==> config.mk <==
export PLATFORM = sky130hd
export DESIGN_NAME = fetch_unit
export DESIGN_NICKNAME = d
export VERILOG_FILES = /design/src/rtl/fetch_unit.sv
export SDC_FILE = /design/constraint.sdc
export NUM_CORES = 1
export LEC_CHECK = 0
export ABC_AREA = 1
export CAP_MARGIN = 20
export CORE_MARGIN = 2
export CORE_UTILIZATION = 30
export DETAILED_ROUTE_END_ITERATION = 12
export HOLD_SLACK_MARGIN = 0.03
export PLACE_DENSITY = 0.51
export SLEW_MARGIN = 40
export SYNTH_ARGS = -nofsm -noshare
export SYNTH_HDL_FRONTEND = slang
export SYNTH_SLANG_ARGS = --single-unit
==> constraint.sdc <==
create_clock -name clk -period 4.4 [get_ports clk]
set_clock_uncertainty 0.05 [all_clocks]
set_input_delay 0.44 -clock clk [delete_from_list [all_inputs] [get_ports clk]]
set_output_delay 0.44 -clock clk [all_outputs]
set_load 0.01 [all_outputs]
==> src/rtl/fetch_unit.sv <==
// Y86-64 SEQ fetch stage: assembles 1/2/9/10-byte instructions from a byte-wide
// registered instruction memory and hands them to decode over valid/ready.
module fetch_unit #(
    parameter int unsigned PC_W  = 64,
    parameter logic [3:0]  NOREG = 4'hF
) (
    input  logic            clk,
    input  logic            reset,
    input  logic [PC_W-1:0] pc_in,
    input  logic            pc_load,
    output logic            imem_rd,
    output logic [PC_W-1:0] imem_addr,
    input  logic [7:0]      imem_data,
    input  logic            imem_err,
    output logic            instr_valid,
    input  logic            instr_ready,
    output logic [3:0]      icode,
    output logic [3:0]      ifun,
    output logic [3:0]      rA,
    output logic [3:0]      rB,
    output logic [PC_W-1:0] valC,
    output logic [PC_W-1:0] valP,
    output logic            instr_invalid,
    output logic            instr_error
);

    typedef enum logic [1:0] {IDLE, FETCH, DONE, HALTED} state_t;

    state_t          state, state_nxt;
    logic [PC_W-1:0] pc;
    logic [3:0]      cnt;
    logic [3:0]      cur_icode;
    logic [3:0]      cur_len;
    logic [3:0]      byte_idx;
    logic            start, capture, finish, err_hit, err_done;
    logic            handshake, halt_cond;
    logic            reg_en, vc_en;
    logic [3:0]      vc_pos;

    function automatic logic [3:0] len_of(input logic [3:0] ic);
        case (ic)
            4'h0, 4'h1, 4'h9:        return 4'd1;
            4'h2, 4'h6, 4'hA, 4'hB:  return 4'd2;
            4'h7, 4'h8:              return 4'd9;
            4'h3, 4'h4, 4'h5:        return 4'd10;
            default:                 return 4'd1;
        endcase
    endfunction

    // In cycle cnt the memory returns byte cnt-1; byte 0 is decoded straight off the bus.
    always_comb begin
        byte_idx  = cnt - 4'd1;
        cur_icode = (cnt == 4'd1) ? imem_data[7:4] : icode;
        cur_len   = len_of(cur_icode);
        handshake = instr_valid && instr_ready;
        halt_cond = (icode == 4'h0) || instr_invalid || instr_error;
    end

    always_ff @(posedge clk) begin
        if (reset) state <= IDLE;
        else       state <= state_nxt;
    end

    always_comb begin
        state_nxt = state;
        start     = 1'b0;
        capture   = 1'b0;
        finish    = 1'b0;
        err_hit   = 1'b0;
        err_done  = 1'b0;
        imem_rd   = 1'b0;
        imem_addr = '0;
        case (state)
            IDLE: begin
                if (pc_load) begin
                    start     = 1'b1;
                    state_nxt = FETCH;
                end
            end
            FETCH: begin
                if (pc_load) begin
                    start = 1'b1;
                end else if (instr_error) begin
                    // error byte was seen last edge; present what was captured
                    err_done  = 1'b1;
                    state_nxt = DONE;
                end else begin
                    imem_rd = (cnt <= 4'd1) || (cnt < len_of(icode));
                    if (imem_rd) imem_addr = pc + PC_W'(cnt);
                    if (cnt != 4'd0) begin
                        if (imem_err) begin
                            err_hit = 1'b1;
                        end else begin
                            capture = 1'b1;
                            if (byte_idx == cur_len - 4'd1) begin
                                finish    = 1'b1;
                                state_nxt = DONE;
                            end
                        end
                    end
                end
            end
            DONE: begin
                if (handshake) begin
                    if (halt_cond) begin
                        state_nxt = HALTED;
                    end else if (pc_load) begin
                        start     = 1'b1;
                        state_nxt = FETCH;
                    end else begin
                        state_nxt = IDLE;
                    end
                end else if (pc_load) begin
                    start     = 1'b1;
                    state_nxt = FETCH;
                end
            end
            HALTED: ;
            default: state_nxt = IDLE;
        endcase
    end

    always_comb begin
        reg_en = capture && (cnt == 4'd2) && ((cur_len == 4'd2) || (cur_len == 4'd10));
        vc_en  = 1'b0;
        vc_pos = '0;
        if (cur_len == 4'd10) begin
            vc_en  = capture && (cnt >= 4'd3);
            vc_pos = cnt - 4'd3;
        end else if (cur_len == 4'd9) begin
            vc_en  = capture && (cnt >= 4'd2);
            vc_pos = cnt - 4'd2;
        end
    end

    always_ff @(posedge clk) begin
        if (reset) begin
            pc            <= '0;
            cnt           <= '0;
            instr_valid   <= 1'b0;
            icode         <= '0;
            ifun          <= '0;
            rA            <= NOREG;
            rB            <= NOREG;
            valC          <= '0;
            valP          <= '0;
            instr_invalid <= 1'b0;
            instr_error   <= 1'b0;
        end else if (start) begin
            pc            <= pc_in;
            cnt           <= '0;
            instr_valid   <= 1'b0;
            icode         <= '0;
            ifun          <= '0;
            rA            <= NOREG;
            rB            <= NOREG;
            valC          <= '0;
            valP          <= '0;
            instr_invalid <= 1'b0;
            instr_error   <= 1'b0;
        end else begin
            if (state == FETCH && cnt != 4'hF) cnt <= cnt + 4'd1;
            if (err_hit) instr_error <= 1'b1;
            if (capture && cnt == 4'd1) begin
                {icode, ifun} <= imem_data;
                instr_invalid <= (imem_data[7:4] > 4'hB);
            end
            if (reg_en) {rA, rB} <= imem_data;
            for (int unsigned i = 0; i < 8; i++) begin
                if (vc_en && vc_pos == 4'(i)) valC[8*i +: 8] <= imem_data;
            end
            if (finish) begin
                instr_valid <= 1'b1;
                valP        <= pc + PC_W'(cur_len);
            end
            if (err_done)  instr_valid <= 1'b1;
            if (handshake) instr_valid <= 1'b0;
        end
    end

endmodule

## After elaboration in Yosys (flattened, before gate mapping)

Memories as Yosys holds them, arrays and structs flattened. A register that Yosys moved wholly into a read port is not among the register bits.
Cells that the tools add are included.
W data, S select, Z words.

| word-level totals | value |
|---|---|
| bits in registers | 217 |
| memory bits (read-only) | 96 |
| input bits | 77 |
| output and inout bits | 212 |
| word-level logic and storage cells | 134 |
| memories | 2 |

| operators by class | value |
|---|---|
| $add $sub $neg | 7 |
| magnitude comparators | 5 |
| equal/unequal tests | 20 |
| muxes and demuxes | 52 |
| reduce and logical (&&, ||, !) cells | 29 |

Memories:

| name | depth | bits a word | rd ports | clocked after memory_dff | wr ports | line | RTL |
|---|---|---|---|---|---|---|---|
| (no name shown) | 16 | 3 | 1 | 1 | 0 | 41 | `case (ic)` |
| (no name shown) | 16 | 3 | 1 | 0 | 0 | 41 |  |

Operators by type and width:

| cell | count |
|---|---|
| $mux W64 | 4 |
| $add A64 B4 Y64 | 2 |
| $mux W4 | 8 |
| $mux W1 | 30 |
| $eq A4 B2 Y1 const B | 4 |
| $eq A4 B3 Y1 const B | 4 |
| $mux W2 | 8 |
| $logic_and A1 B1 Y1 | 15 |
| $ne A3 B3 Y1 const B | 3 |
| $eq A4 B1 Y1 const B | 2 |
| $eq A4 B4 Y1 const B | 2 |
| $ge A4 B2 Y1 const B | 2 |
| $logic_not A4 Y1 | 2 |
| $sub A4 B1 Y4 const B | 2 |
| $sub A4 B2 Y4 const B | 2 |
| $pmux W2 S3 | 1 |
| $reduce_and A5 Y1 | 1 |
| $add A4 B1 Y4 const B | 1 |
| $eq A4 B4 Y1 | 1 |
| $gt A4 B4 Y1 const B | 1 |
| $le A4 B1 Y1 const B | 1 |
| $logic_or A1 B1 Y1 | 4 |
| $lt A4 B4 Y1 | 1 |
| $ne A4 B4 Y1 const B | 1 |
| other kinds (10) | 11 |

## Logic depth before layout (Yosys ltp)

Gate-level depths: netlist (run 1).
An unclocked memory read counts as a cell.

| depth | value |
|---|---|
| depth after elaboration | 13 |
| depth in mapped cells | 24 |
| gate-level depth less buffers | 24 |

## Worst setup path after synthesis (run 1)

OpenSTA, ideal clock, no wires.

| path | value |
|---|---|
| path type | flip-flop to flip-flop |
| start | reg cnt[1] |
| end | reg valP[32] |
| library setup time | 0.109 ns |
| arrival | 2.957 ns |
| data required time | 4.241 ns |
| setup slack | 1.284 ns |
| stages on the path, launching flop included | 23 |
| buffers on the path | 0 |
| clock period less this slack | 3.116 ns |
| cell sequence | dfxtp_1 -> inv_1 -> ha_1 -> nand2_4 -> nand2_1 -> nand2_1 -> clkinv_1 -> nand2_2 -> o21bai_4 -> nand2_4 -> inv_1 -> ha_1 -> nand2_1 -> nor2_1 -> nand2_1 -> nand2_2 -> nand2_1 -> nor2_1 -> inv_1 -> o21ai_0 -> nand3_1 -> nand2_1 -> inv_1 |

| between the ends | value |
|---|---|
| longest elaborated chain between the ends | 11 |
| elaborated cells between the ends (all ways) | 14 |
| classes of those cells | 3 x add/sub; 2 x eq/ne; 7 x mux; 1 x reduce/logical; 1 x memory |

RTL lines:

| item | line | RTL |
|---|---|---|
| start: declaration | 31 | `logic [3:0] cnt;` |
| start signal: assignment | 162 | `if (state == FETCH && cnt != 4'hF) cnt <= cnt + 4'd1;` |
| $eq A4 B1 Y1 | 53 | `cur_icode = (cnt == 4'd1) ? imem_data[7:4] : icode;` |
| $mux W4 | 53 |  |
| $mem_v2 Z16 W3 | - |  |
| $sub A4 B1 Y4 | 95 | `if (byte_idx == cur_len - 4'd1) begin` |
| $eq A4 B4 Y1 | 95 |  |
| $mux W1 | 95 |  |
| $mux W1 | 91 | `if (imem_err) begin` |
| $mux W1 | 90 | `if (cnt != 4'd0) begin` |
| $mux W1 | 83 | `end else if (instr_error) begin` |
| $mux W1 | 81 | `if (pc_load) begin` |
| $mux W1 | 73 | `case (state)` |
| end signal: assignment | 174 | `valP <= pc + PC_W'(cur_len);` |
| end: declaration | 22 | `output logic [PC_W-1:0] valP,` |

Parallel ways exist; a longest one is shown, timed or not.
A chain may end at the register's enable or synchronous reset.

## Worst setup path after layout (run 1)

| path | value |
|---|---|
| start | reg pc[32] |
| end | out imem_addr[54] |

| between the ends | value |
|---|---|
| longest elaborated chain between the ends | 5 |

RTL lines:

| item | line | RTL |
|---|---|---|
| start: declaration | 30 | `logic [PC_W-1:0] pc;` |
| start signal: assignment | 150 | `pc <= pc_in;` |
| $add A64 B4 Y64 | 89 | `if (imem_rd) imem_addr = pc + PC_W'(cnt);` |
| $mux W64 | 89 |  |
| $mux W64 | 83 |  |
| $mux W64 | 81 |  |
| $mux W64 | 73 |  |
| end: declaration | 12 | `output logic [PC_W-1:0] imem_addr,` |

No other way between the ends.

==> run summary, run 1 <==
# setup viols final: 0
Layout cells sized above 1: 6.236%
Number of port buffers: 288
Clock Sinks: 220
Vias in the first global route: 13521
Clock Latency Late Sink: 0.57 ns
Top-level port count: 289
Layout area overhead: 35.49%
Die ar.: 0.04339 sq mm
ANT cells: 0
Num CTS Buffers: 26
Post-synth design cell area: 0.01252 sq mm
Die Y: 208.3 microns
Via count: 13903
Netlist cell types: 47
CTS tree: built
Fin nets: 2345
CP Cell Sequence: inv_1 -> nor3_2 -> inv_1 -> nor2_1 -> nand2_1 -> nor3_1 -> nand4_1 -> a21oi_1 -> clkdlybuf4s50_1
Initial core utilization: 30.53%
CP max FO: 5
Post-Synthesis Net Count: 2062
Hold crit path type: reg2reg
Period minus WS final: 4.193 ns
Pin count of the biggest net entering global routing: 67
Most common cell in the netlist: nor2_1
Detailed placer's ending HPWL: 45.68 mm
Mean Syn Cell Area: 6.382 sq um
Vias/cell: 4.978
Post-route ant nets: 0
Antenna violations before repair: 0
Num rows: 74
Worst-Margin Slew: 0.8257 ns
Core Area: 0.04102 sq mm
Unrepaired setup endpoints after global routing: false
Slowest library cell on the worst path: clkdlybuf4s50_1
CP dominant cell by count: inv_1
Synth Register Bits: 220
Root buf cell: clkbuf_16
Fillers: 4438
DP Area: 0.01608 sq mm
Final WL: 57.45 mm
Cell taking the most area after synthesis: dfxtp_1
Worst-path clk slew: 0.06 ns
Critical Path AT: 3.70 ns
Ys flop type: dfxtp_1
Synthesized instance count: 1962
Hold Fails Final Rpt: 0
CP Capture Type: output port
MaxCap Viol Count: 0
GP Congestion: 1.010
Routed len/inst: 20.57 microns
Commonest cells post-synth: nor2_1 (378), nand2_1 (336), inv_1 (275)
Crit path largest cell delay: 0.62 ns
Setup_tns: 0 ns
PnR Total Power: 6.525 mW
Worst ir drop on vdd: 0.2259 mV
Outcome: complete, no violations
Grt ovf: 0
Hold buffer count at cts: 0
Hold WS: 0.4089 ns
Register area share after synthesis: 35.17%
Fin area: 0.01697 sq mm
EDFF count, synth: 0
Gr usage total: 25.87%
Power per cell area: 384.6 mW/mm^2
DRC: 0
Synth area leaders: dfxtp_1 (35%), nor2_1 (11%), nand2_1 (10%)
Synth Warn #: 0
Fmax: 0.2385 GHz
Critical Path RT: 3.91 ns
Max-slew violations: 0
Post-synth top area share: 35.17%
P_leak: 6.137 nW
DRT iter0 DRCs: 1101
Die Span X: 208.3 microns
H-tree Lvls: 1
Asr flop ratio synth: 0%
Crit path launch type: flip-flop
Final period util: 95.29%
First-pass GRT wire length: 85.22 mm
DR pass1 iterations: 5
Slew HR: 44.45%
Clk buf depth: 3
Final core occ: 41.36%
Setup Crit Path Kind: reg2out
==> cell families after synthesis <==
kind of cell	after synthesis	share of synthesized area, %
fa+ha+maj	23	2.358
xor+xnor	36	2.518
compound gates	334	14.50
simple gates	984	34.06
flops	220	35.17
buf+inv	365	11.39
==> metal layers <==
metal	vias up	part of all wire, %	wire length [microns]	global-route usage, %
li1	6852	-	-	-
met1	6411	43	24530	32.81
met2	526	47	26970	44.16
met3	114	5.9	3408	3.487
met4	0	4.4	2538	10.62
met5	-	0	0	0
==> final cells by class <==
| type | instances | area, sq um | area share [%] |
|---|---|---|---|
| clock buffer | 35 | 724.4 | 4.270 |
| clock inverter | 9 | 63.81 | 0.3761 |
| inverter | 291 | 1096 | 6.460 |
| multi-input combinational | 1377 | 6792 | 40.03 |
| sequential | 220 | 4407 | 25.97 |
| tap | 532 | 665.6 | 3.923 |
| timing repair buffer | 329 | 3218 | 18.97 |
==> critical path, delay by kind of cell, from the launching register on <==
kind	cells	cell delay [ns]
simple gates	5	1.40
buf+inv	3	0.89
flops	1	0.44
compound gates	1	0.39
==> cell usage in the layout (no fill, tap or decap), drive strengths merged, types with 2 or more instances in the layout <==
cell type      synthesis  layout
buf                   28      41
clkbuf                46      35
nor2                 394     394
clkdlybuf4s50          0     287
a31oi                 10      10
o211ai                28      28
nand4                 37      37
a211oi                 2       2
inv                  281     280
xnor2                  4       4
xor2                  32      32
o21a                   3       3
or2                    4       4
nor4                  18      18
ha                    22      22
nor3                  65      65
a21oi                133     133
nand3                119     119
nand3b                 3       3
clkinv                10      17
dfxtp                220     220
clkinvlp               0       3
nand2                342     342
o21ai                152     152
==> registers in the layout, indices dropped and copies added (netlist names), named ones only <==
register and cells:
icode 4, ifun 4, valC 64, pc 64, valP 64, instr_error 1, state 2, rA 4
instr_invalid 1, rB 4, instr_valid 1, cnt 4
==> power breakdown <==
part / leakage [nW] / switching [mW] / internal (mW) / total (mW)
Sequential: 1.79 / 0.301 / 2.19 / 2.49
Combinational: 3.97 / 1.39 / 0.585 / 1.98
Clock: 0.382 / 0.914 / 1.15 / 2.06
Total: 6.14 / 2.61 / 3.92 / 6.52
==> per-stage QoR <==
step | cells | setup slack (ns)
final | 2793 | 0.2074
after floorplan | 1962 | 1.284
after global placement | 2748 | 0.3641
after CTS | 2792 | 0.007884
after global routing | 2793 | 0.01759
after detailed placement | 2748 | 0.2897
==> path summary, 6_finish.rpt <==
| check | cells after the start | slack, ns | from | to |
|---|---|---|---|---|
| max reg2reg | 22 | 0.70 | cnt[1] | valP[16] |
| min | 2 | 0.41 | ifun[3] | ifun[3] |
| max | 9 | 0.21 | pc[32] | imem_addr[54] |
| min reg2reg | 2 | 0.41 | ifun[3] | ifun[3] |
==> what timing repair did <==
item                       CTS  global route
gates resized for setup      6            16
setup buffers                0             1
setup endpoints to repair   12            18
Note: power is estimated with default switching activity, not from simulation.
==> run 2, diff against run 1 <==
--- a/config.mk
+++ b/config.mk
@@ -7,11 +7,11 @@
 export LEC_CHECK = 0
 export ABC_AREA = 1
 export CAP_MARGIN = 20
-export CORE_MARGIN = 2
-export CORE_UTILIZATION = 30
+export CORE_UTILIZATION = 51
 export DETAILED_ROUTE_END_ITERATION = 12
 export HOLD_SLACK_MARGIN = 0.03
-export PLACE_DENSITY = 0.51
+export PLACE_DENSITY = 0.8
+export REMOVE_ABC_BUFFERS = 1
 export SLEW_MARGIN = 40
 export SYNTH_ARGS = -nofsm -noshare
 export SYNTH_HDL_FRONTEND = slang
==> run 2 against run 1 <==
Compared with the run above: die area fell by 42%; worst hold slack better by 0.011 ns; sequential power barely moved; largest power group unchanged; core utilization rose by 29 points; non-clock buffer count fell by 14.
==> run summary, run 2 (synthesized netlist as in run 1, its figures left out) <==
Clock Sinks: 220 (unchanged)
Crit path launch type: flip-flop
Pre-CTS WS: 0.3825 ns (+0.09279 ns)
Via count: 14305 (+2.9%)
First-pass GRT wire length: 73.09 mm (-14%)
Fin nets: 2329 (-0.68%)
Vias in the first global route: 13713 (+1.4%)
Worst-Margin Slew: 0.7944 ns (-0.03124 ns)
Grt ovf: 0 (unchanged)
Hold buffer count at cts: 0 (unchanged)
Detailed placer's ending HPWL: 37.05 mm (-19%)
Most frequent cells in the layout: nor2_1 (371), nand2_1 (334), clkdlybuf4s50_1 (286), inv_1 (273), dfxtp_1 (219)
Critical Path AT: 3.79 ns (+0.09 ns)
# setup viols final: 0 (unchanged)
Worst-path clk slew: 0.06 ns (about the same)
Root buf cell: clkbuf_16
Largest regs: pc (64), valC (64), valP (64)
Final WL: 48.50 mm (-16%)
Num CTS Buffers: 24 (-7.7%)
Hold crit path type: reg2reg
CTS tree: built
Layout cells sized above 1: 5.395% (-0.84 points)
Num rows: 56 (-24%)
Placed cell count: 2522 (-8.2%)
Final core occ: 69.95% (+29 points)
Clk buf depth: 3 (unchanged)
Fin worst setup slack: 0.1236 ns (-0.08374 ns)
ANT cells: 0 (unchanged)
Outcome: complete, no violations
Clock Latency Late Sink: 0.53 ns (-0.04 ns)
Number of port buffers: 288 (unchanged)
Fmax: 0.2338 GHz (-2.0%)
Fin area: 0.01662 sq mm (-2.1%)
Antenna violations before repair: 0 (unchanged)
Post-Layout Cell Count: 2562 (-8.3%)
Critical Path RT: 3.91 ns (about the same)
Initial core utilization: 52.72% (+22 points)
Die ar.: 0.02518 sq mm (-42%)
Layout area overhead: 32.69%
MaxCap Viol Count: 0 (unchanged)
Die Y: 158.7 microns (-24%)
Setup Fix Bufs, Post-CTS: 0 (unchanged)
H-tree Lvls: 1 (unchanged)
Gr usage total: 37.98% (+12 points)
CP Capture Type: output port
Routed len/inst: 18.93 microns (-8.0%)
Vias/cell: 5.584 (+12%)
Reg2Reg Depth: 23 (+4.5%)
CP startpoint: pc[2]
Setup_tns: 0 ns (unchanged)
Final period util: 97.19% (+1.9 points)
DRT iter0 DRCs: 1153 (+4.7%)
Core Area: 0.02375 sq mm (-42%)
Most common cell after layout, fill and taps aside: nor2_1
DP Area: 0.01573 sq mm (-2.2%)
Worst reg-to-reg setup slack: 0.69 ns (about the same)
Top-level port count: 289 (unchanged)
Pin count of the biggest net entering global routing: 84 (+25%)
Max-slew violations: 0 (unchanged)
Period minus WS final: 4.276 ns (+0.08374 ns)
Die Span X: 158.7 microns (-24%)
DRC: 0 (unchanged)
Slew HR: 46.55% (+2.1 points)
Hold Fails Final Rpt: 0 (unchanged)
Reg2reg start: cnt[1]
Power per cell area: 389.3 mW/mm^2 (+1.2%)
Setup Crit Path Kind: reg2out
Worst reg2reg path endpoint: valP[32]
Worst ir drop on vdd: 0.2604 mV (+15%)
Critical path destination: imem_addr[57]
Post-route ant nets: 0 (unchanged)
GP Congestion: 1.038 (+2.8%)
CP max FO: 7 (+2)
Unrepaired setup endpoints after global routing: false
DR pass1 iterations: 5 (unchanged)
P_leak: 6.126 nW (-0.19%)
==> run 2: metal layers <==
metal  vias to the layer above  part of all wire (%)  track usage (%)
met3                       178                   8.4            5.879
li1                       6817                     -                -
met4                         0                   5.4            19.78
met1                      6533                    40            45.14
met2                       777                    47            65.89
met5                         -                     0                0
==> run 2: how the worst min path moves through the flow <==
stage,from,endpoint,depth (start not counted)
after floorplan,pc[63],pc[63],2
after global placement,ifun[3],ifun[3],2
after detailed placement,rA[0],rA[0],2
after CTS,ifun[0],ifun[0],2
after global routing,ifun[0],ifun[0],2
final,ifun[0],ifun[0],2
==> run 2: through the flow <==
stage | hold slack, ns | total power [mW]
CTS | 0.4205 | 6.406
detailed placement | 0.4117 | 4.336
finish | 0.4200 | 6.469
global placement | 0.3987 | 4.295
global route | 0.4428 | 6.734
floorplan | 0.4295 | 3.560
==> run 2: area by class of cell <==
type,count,area [sq um]
tap,319,399.1
sequential,220,4405
fill,1972,7137
clock buffer,31,678.2
inverter,291,1095
clock inverter,9,122.6
multi-input combinational,1377,6788
timing repair buffer,315,3128
==> run 2: repair_timing <==
item | in CTS | in global routing
endpoints found under the setup margin | 9 | 18
cloned | 0 | 0
resized for setup | 4 | 17
==> run 2: where the power goes <==
part / total [mW] / switching, mW / internal, mW
registers: 2.46 / 0.275 / 2.19
logic: 1.91 / 1.34 / 0.569
clock network: 2.10 / 0.849 / 1.25
total: 6.47 / 2.46 / 4.01
==> run 2: worst max-delay path, stage by stage (launching register included) <==
cell	delay, ns
dfxtp_1	0.45
ha_1	0.30
a21oi_1	0.15
nand2_1	0.13
a21oi_4	0.20
nor2_2	0.07
inv_2	0.15
nor2_1	0.06
buf_4	0.16
nand2_1	0.22
nor2_4	0.07
nand2_2	0.13
nor2_2	0.06
inv_1	0.13
nor3_1	0.06
nor3_1	0.28
clkdlybuf4s50_1	0.61
